<file path="src/rtl/mux_nx1_stream.sv">
// mux_nx1_stream
// ---------------------------------------------------------------------------
// N-channel, W-bit stream multiplexer with a one-beat registered output stage.
// The granted channel is either picked by `sel` (mode=0) or found by a
// round-robin search (mode=1). The search starts just after the last served
// channel.
//
// Ports
//   clk      rising-edge clock
//   rst      synchronous, active-high reset
//   i        packed channel data, channel k = i[k*WIDTH +: WIDTH]
//   i_valid  per-channel valid
//   i_ready  per-channel ready (combinational)
//   mode     0 = fixed select via sel, 1 = round-robin
//   sel      channel index used when mode=0 (out-of-range never grants)
//   y        registered output data
//   y_valid  output register holds a beat
//   y_ready  consumer accepts the beat in y
//   y_chan   source channel of the beat in y
//
// Handshake: a beat moves across an interface on a rising edge where both
// valid and ready are 1. A producer holds valid and data stable until that
// happens. Ready may depend on valid. Valid never depends on ready.
// ---------------------------------------------------------------------------
module mux_nx1_stream #(
  parameter int WIDTH    = 8,
  parameter int CHANNELS = 4,
  localparam int SEL_W   = $clog2(CHANNELS)
) (
  input  logic                      clk,
  input  logic                      rst,
  input  logic [CHANNELS*WIDTH-1:0] i,
  input  logic [CHANNELS-1:0]       i_valid,
  output logic [CHANNELS-1:0]       i_ready,
  input  logic                      mode,
  input  logic [SEL_W-1:0]          sel,
  output logic [WIDTH-1:0]          y,
  output logic                      y_valid,
  input  logic                      y_ready,
  output logic [SEL_W-1:0]          y_chan
);

  logic [WIDTH-1:0] y_q, y_d;
  logic             y_valid_q, y_valid_d;
  logic [SEL_W-1:0] y_chan_q, y_chan_d;
  logic [SEL_W-1:0] ptr_q, ptr_d;

  logic             grant_vld;
  logic [SEL_W-1:0] grant_idx;
  logic [SEL_W-1:0] cand;
  logic             load_en;
  logic             in_xfer;
  logic [WIDTH-1:0] grant_data;

  // The output register can take a new beat when it is empty, or when its
  // current beat leaves on this same edge.
  assign load_en = !y_valid_q || y_ready;

  // Grant selection.
  always_comb begin
    grant_vld = 1'b0;
    grant_idx = '0;
    cand      = '0;
    if (!mode) begin
      // For a CHANNELS value that is not a power of two, sel can name a
      // channel that does not exist. That case must never grant.
      cand = sel;
      if (int'(sel) < CHANNELS && i_valid[sel]) begin
        grant_vld = 1'b1;
        grant_idx = sel;
      end
    end else begin
      // The search visits ptr+1, ptr+2, ... and wraps. It ends with ptr
      // itself, so a lone requester that was just served wins again without
      // losing a cycle.
      for (int off = 1; off <= CHANNELS; off++) begin
        cand = SEL_W'((int'(ptr_q) + off) % CHANNELS);
        if (!grant_vld && i_valid[cand]) begin
          grant_vld = 1'b1;
          grant_idx = cand;
        end
      end
    end
  end

  // A granted channel always has its valid set, so the grant together with
  // load_en is already the input transfer. During reset nothing is accepted.
  assign in_xfer = grant_vld && load_en && !rst;

  always_comb begin
    i_ready    = '0;
    grant_data = '0;
    for (int k = 0; k < CHANNELS; k++) begin
      if (grant_idx == SEL_W'(k)) begin
        grant_data = i[k*WIDTH +: WIDTH];
        i_ready[k] = in_xfer;
      end
    end
  end

  // Next state of the output stage and the round-robin pointer.
  always_comb begin
    y_d       = y_q;
    y_valid_d = y_valid_q;
    y_chan_d  = y_chan_q;
    ptr_d     = ptr_q;
    if (in_xfer) begin
      // A new load replaces a draining beat, so y_valid stays high.
      y_d       = grant_data;
      y_chan_d  = grant_idx;
      y_valid_d = 1'b1;
      ptr_d     = grant_idx;
    end else if (y_valid_q && y_ready) begin
      // Only the valid flag drops. The data and channel keep their last values.
      y_valid_d = 1'b0;
    end
  end

  always_ff @(posedge clk) begin
    if (rst) begin
      y_q       <= '0;
      y_valid_q <= 1'b0;
      y_chan_q  <= '0;
      // The pointer starts on the last channel so that channel 0 wins the
      // first round-robin search.
      ptr_q     <= SEL_W'(CHANNELS - 1);
    end else begin
      y_q       <= y_d;
      y_valid_q <= y_valid_d;
      y_chan_q  <= y_chan_d;
      ptr_q     <= ptr_d;
    end
  end

  assign y       = y_q;
  assign y_valid = y_valid_q;
  assign y_chan  = y_chan_q;

endmodule

</file>
<file path="config.mk">
export PLATFORM = sky130hd
export DESIGN_NAME = mux_nx1_stream
export DESIGN_NICKNAME = d
export VERILOG_FILES = /design/src/rtl/mux_nx1_stream.sv
export SDC_FILE = /design/constraint.sdc
export NUM_CORES = 1
export LEC_CHECK = 0
export CORE_MARGIN = 1
export CORE_UTILIZATION = 41
export CTS_BUF_LIST = sky130_fd_sc_hd__clkbuf_4
export CTS_CLUSTER_DIAMETER = 100
export DETAILED_ROUTE_END_ITERATION = 10
export PLACE_DENSITY_LB_ADDON = 0.15
export SYNTH_ARGS = -nofsm -noshare
export SYNTH_HDL_FRONTEND = slang
export SYNTH_SLANG_ARGS = --single-unit
</file>
<file path="constraint.sdc">
create_clock -name clk -period 6.35 [get_ports clk]
set_input_delay 1.27 -clock clk [delete_from_list [all_inputs] [get_ports clk]]
set_output_delay 1.27 -clock clk [all_outputs]
set_load 0.02 [all_outputs]
</file>
==> reports/results.ini, run 1 <==
[power]
peakVddDrop_uv=132.3
fin_total_pwr_uw=284.1
power_density_nw_per_um2=187.8
power.leakage_nw=0.5924

[synthesis]
muxShareOfSynthArea=0.1970
synth_fa_ha_area_frac=0
synth_compound_area_frac=0.2867
syn-instance-count=102
syn-mean-instance-area_um2=9.028
synth-xor-area-share=0
synth_edf_count=0
post_synth_and_or_nand_nor_area_fraction=0.1780
ys_seq_elements=13
yosysMostFrequentCell=mux2i_1
netlist.area_leader.share=0.2826
synth_top_cell_by_area=dfxtp_1
ys_types=38
netlist_area_um2=920.9
synth_common_cells=mux2i_1, dfxtp_1, nand2_1
syn_nets=144
synth-seq-area-share=0.2826
yosysWarnings=0
synth_top_family_by_area=compound AO/OA/AOI/OAI gates
ys_async_sr_fraction=0
ys.flop_type=dfxtp_1
yosys-top-cells-area=dfxtp_1, mux2i_1, o221ai_1

[drt]
drt_iter0_drc=10
avgRoutedWirePerCell_um=13.99
route.detailed.drc=0
num_vias=1007
via_per_inst=5.473
routed_wl_um=2575
wl_met1_um=1082
wl_met3_um=168
antenna_left=0
highest_layer=met4
dr_wl_met2_um=1301
dr.pass1.iters=4

[worst_setup_path]
setup.worst_path.class=in2out
worst_setup_path_start_kind=input pin
endpoint_kind=primary output
r2r_end=y[5]
rr_worst_depth=5
reg2reg_slack_ns=4.45
arrival_ns=3.83
crit_start=i_valid[1]
regToRegStartpoint=ptr_q[1]
worstPathMaxFanout=9
worstSetupEndpoint=i_ready[1]
cp.required_ns=5.08

[place]
placed_area_um2=1483
place_congestion=0.7873
port_buffers=56
hpwlAfterDp_um=2014

[clocking]
cts_tree=yes
cts_buffers=3
cts_root_buf=clkbuf_4
clk_latency_ns=0.28
clkTransAtPathRegs_ns=0.09
postCtsSetupBuffers=0
htree_levels=1
cts_hold_buffers=0
clockBufferDepth=2
clock-sinks=13
post_cts_resized=0

[sta]
final.period_utilization=0.8025
tightest_slew_ns=0.3790
finalMaxSlewViolations=0
finalClockSkew_ns=0.001510
tns_ns=0
setup_violations=0
rsz0062_at_grt=no
hold_viol_final=0
fmax_mhz=196.2
slew_headroom=0.7440
fin_crit_ns=5.096

[global_route]
grt_overflow_total=0
grt_max_degree=20
grt_pass1_vias=1032
grt_pass1_wl_um=4202
grt_util_all_layers=0.2209
antenna_found_initial=0

[hold_path]
hp-class=reg2reg
hold_depth=2

[die]
start_util=0.4510
die_h_um=49.39
rows=16
die-area_um2=2439
die_w_um=49.39
io_pins=57
core_area_um2=2042

[run]
cap_viol_max_count=0

[layout]
fin_nets=200
syn2layout_area_growth_pct=64.27
final_area_um2=1513
layout-drive-gt1-share=0.07643
antennaDiodeCount=0

[status]
outcome=complete, no violations

[critical path, cell delays in order]
cell             delay [ns]
clkdlybuf4s50_1        0.63
nor2_1                 0.08
a211o_1                0.27
a21o_1                 0.23
or3_1                  0.54
a21oi_1                0.18
clkdlybuf4s50_1        0.62
[report_power, final]
| part | switching (mW) | total, mW | internal (mW) | leakage [nW] |
|---|---|---|---|---|
| sequential | 0.00714 | 0.100 | 0.0932 | 0.108 |
| clock | 0.0299 | 0.0586 | 0.0287 | 0.0184 |
| combinational | 0.0573 | 0.125 | 0.0679 | 0.466 |
[flip-flops by register name, indices dropped and copies added (netlist names)]
| name | cells |
|---|---|
| y | 8 |
| ptr_q | 2 |
| y_chan | 2 |
| y_valid | 1 |
[cells in the final DEF, fill, tap and decap left out, types with 2 or more instances in the layout]
cell type        synthesis  routed
nand2_1                 10      10
a31oi_1                  2       2
o221ai_1                 6       6
mux2i_1                 14      14
nor3_1                   3       3
nor4_1                   2       2
a21boi_0                 4       4
inv_1                    5       5
a21oi_1                  5       5
nand2b_1                 2       2
o21ai_0                  2       2
nor2_1                   4       4
and4b_1                  2       2
clkbuf_4                 0       4
mux2_4                   2       2
clkdlybuf4s50_1          0      56
o21a_1                   2       2
dfxtp_1                 13      13
a211oi_2                 2       2
and2_1                   2       2
[worst min-delay path by stage]
stage | start | endpoint | slack, ns
final | y_chan[1] | y_chan[1] | 0.47
after global routing | y[1] | y[1] | 0.51
after CTS | y_chan[1] | y_chan[1] | 0.47
after detailed placement | y[4] | y[4] | 0.45
after global placement | y_chan[1] | y_chan[1] | 0.44
after floorplan | ptr_q[1] | ptr_q[1] | 0.51
[area by class of cell]
type | instances | area [um^2]
repair buffers | 56 | 560.5
inverters | 5 | 18.77
multi-input cells | 79 | 609.3
flip-flops and latches | 13 | 260.3
fillers | 171 | 529.3
clock buffers | 4 | 30.03
well taps | 27 | 33.78
[metrics by stage]
| stage | instances | util | worst slack [ns] | hold slack [ns] |
|---|---|---|---|---|
| floorplan | 102 | - | 2.318 | 0.5066 |
| global placement | 180 | 0.7261 | 1.305 | 0.4438 |
| detailed placement | 180 | 0.7261 | 1.265 | 0.4544 |
| CTS | 184 | 0.7408 | 1.253 | 0.4689 |
| global route | 184 | 0.7408 | 1.165 | 0.5082 |
| finish | 184 | 0.7408 | 1.254 | 0.4672 |
[kinds of logic (layout without fill, tap and decap cells)]
group,count (synthesis),after routing
AO/OA/AOI/OAI,32,32
flip-flops,13,13
multiplexers,17,17
AND/OR/NAND/NOR,30,30
buffers and inverters,10,65
[metal layers]
| metal | vias to the layer above | track usage |
|---|---|---|
| met5 | - | 0 |
| met4 | 0 | 0.05714 |
| met3 | 5 | 0.04984 |
| met2 | 36 | 0.4224 |
| met1 | 466 | 0.2402 |
| li1 | 500 | - |
No activity file was read; power rests on OpenSTA's default activity.
==> run 2: changes to the inputs <==
- CORE_UTILIZATION: 41 -> 34
- clock period: 6.35 -> 4.14 ns (I/O delays scaled with it)
==> run 2 against run 1 <==
Effect of this change:
- wire length increased by 6.2%
- largest cell class is now buffers
- core utilization shrank 12 points
- global-route usage is 1.4 points lower
==> reports/results.ini, run 2 (synthesis results as in run 1) <==
[clocking]
postCtsSetupBuffers=0  ; unchanged
cts_tree=yes  ; unchanged
cts_buffers=3  ; unchanged
clkTransAtPathRegs_ns=0.09  ; about the same
clock-sinks=13  ; unchanged
htree_levels=1  ; unchanged
clk_latency_ns=0.28  ; about the same
clockBufferDepth=2  ; unchanged
post_cts_resized=0  ; unchanged
cts_hold_buffers=0  ; unchanged
cts_root_buf=clkbuf_4  ; unchanged

[power]
sw_frac_of_total=0.3286  ; was 0.3319
comb_power_share=0.457  ; was 0.441
clkPwrFrac=0.197  ; was 0.206
peakVddDrop_uv=189.6  ; was 132.3 uV
p_sw_uw=146.0  ; was 94.29 uW
seqPwrFrac=0.346  ; was 0.353
power_density_nw_per_um2=281.9  ; was 187.8 nW/um^2
fin_total_pwr_uw=444.4  ; was 284.1 uW
p_int_uw=298.4  ; was 189.8 uW
power.leakage_nw=0.6309  ; was 0.5924 nW

[worst_setup_path]
crit_start=i_valid[3]  ; was i_valid[1]
regToRegStartpoint=ptr_q[1]  ; unchanged
worst_setup_path_start_kind=input pin  ; unchanged
arrival_ns=3.13  ; was 3.83 ns
rr_worst_depth=7  ; was 5
setup.worst_path.class=in2out  ; unchanged
cp.required_ns=3.31  ; was 5.08 ns
worstSetupEndpoint=i_ready[1]  ; unchanged
endpoint_kind=primary output  ; unchanged
reg2reg_slack_ns=2.15  ; was 4.45 ns
r2r_end=y[5]  ; unchanged
worstPathMaxFanout=8  ; was 9

[drt]
num_vias=1032  ; was 1007
route.detailed.drc=0  ; unchanged
antenna_left=0  ; unchanged
avgRoutedWirePerCell_um=14.03  ; was 13.99 um
drt_iter0_drc=18  ; was 10
dr.pass1.iters=5  ; was 4
via_per_inst=5.292  ; was 5.473
routed_wl_um=2735  ; was 2575 um

[die]
die_w_um=54.05  ; was 49.39 um
start_util=0.3651  ; was 0.4510
core_area_um2=2522  ; was 2042 um^2
rows=18  ; was 16
io_pins=57  ; unchanged
die_h_um=54.05  ; was 49.39 um
die-area_um2=2921  ; was 2439 um^2

[global_route]
grt_overflow_total=0  ; unchanged
grt_max_degree=11  ; was 20
grt_pass1_vias=996  ; was 1032
grt_use_met2=0.3765  ; was 0.4224
met3_usage=0.04237  ; was 0.04984
grtUsageMet1=0.2383  ; was 0.2402
grt_pass1_wl_um=4278  ; was 4202 um
grt_util_all_layers=0.2066  ; was 0.2209
antenna_found_initial=0  ; unchanged
busiest_layer=met2  ; unchanged

[layout]
syn2layout_area_growth_pct=71.20  ; was 64.27%
final_cell_mix=clkdlybuf4s50_1, mux2i_1, dfxtp_1, nand2_1, buf_4  ; was clkdlybuf4s50_1, mux2i_1, dfxtp_1, nand2_1, o221ai_1
antennaDiodeCount=0  ; unchanged
layout-drive-gt1-share=0.1212  ; was 0.07643
nFillCells=225  ; was 171
fin_nets=208  ; was 200
final_common_cell=clkdlybuf4s50_1  ; unchanged
largest_reg_flops=8  ; unchanged

[place]
place_congestion=0.7452  ; was 0.7873
port_buffers=56  ; unchanged
hpwlAfterDp_um=2153  ; was 2014 um

[sta]
fin_crit_ns=3.958
final.period_utilization=0.9561
hold_viol_final=0  ; unchanged
finalMaxSlewViolations=0  ; unchanged
finalClockSkew_ns=0.007352  ; was 0.001510 ns
tns_ns=0  ; unchanged
setup_violations=0  ; unchanged
rsz0062_at_grt=no  ; unchanged
slew_headroom=0.7401  ; was 0.7440
tightest_slew_ns=0.3848  ; was 0.3790 ns
fmax_mhz=252.6

[run]
cap_viol_max_count=0  ; unchanged

[status]
outcome=complete, no violations  ; unchanged

[hold_path]
hp-class=reg2reg  ; unchanged

[run 2: power groups by stage]
stage	logic, mW	registers [mW]	clock network (mW)
finish	0.203	0.154	0.0876
floorplan	0.0881	0.174	0
detailed placement	0.203	0.156	0
CTS	0.204	0.154	0.0906
global placement	0.200	0.156	0
global route	0.218	0.156	0.0976
[run 2: worst min path at each step]
| stage | from | end | slack (ns) | cells past startpoint |
|---|---|---|---|---|
| 2_1_floorplan | ptr_q[1] | ptr_q[1] | 0.51 | 2 |
| 3_3_place_gp | y_chan[1] | y_chan[1] | 0.44 | 2 |
| 3_5_place_dp | y[2] | y[2] | 0.45 | 2 |
| 4_1_cts | y_chan[1] | y_chan[1] | 0.48 | 2 |
| 5_1_grt | y_chan[1] | y_chan[1] | 0.50 | 2 |
| 6_report | y[1] | y[1] | 0.47 | 2 |
[run 2: layout make-up]
class | instances | area, um^2 | share of cell area
clock buffer | 4 | 30.03 | 0.01905
inverter | 5 | 18.77 | 0.01190
multi-input combinational | 79 | 609.3 | 0.3865
sequential | 13 | 260.3 | 0.1651
tap | 30 | 37.54 | 0.02381
timing repair buffer | 64 | 620.6 | 0.3937
[run 2: per-layer routing]
layer	vias up	part of all wire
met4	0	0.0037
li1	515	-
met1	477	0.43
met2	38	0.50
met5	-	0
met3	2	0.060
[run 2: metrics by stage]
| stage | setup WS, ns | cell area [um^2] | utilization | hold slack (ns) | cells |
|---|---|---|---|---|---|
| 5_1_grt | 0.06431 | 1577 | 0.6250 | 0.5007 | 195 |
| 3_3_place_gp | 0.2244 | 1546 | 0.6131 | 0.4439 | 191 |
| 6_report | 0.1819 | 1577 | 0.6250 | 0.4725 | 195 |
| 4_1_cts | 0.1821 | 1577 | 0.6250 | 0.4763 | 195 |
| 3_5_place_dp | 0.1837 | 1546 | 0.6131 | 0.4546 | 191 |
| 2_1_floorplan | 0.9925 | 920.9 | - | 0.5066 | 102 |
[run 2: worst max-delay path, stage by stage]
cell and delay (ns):
clkdlybuf4s50_1 0.54, a211o_1 0.34, a21o_1 0.18, or3_1 0.46
a21oi_1 0.15, clkdlybuf4s50_1 0.63
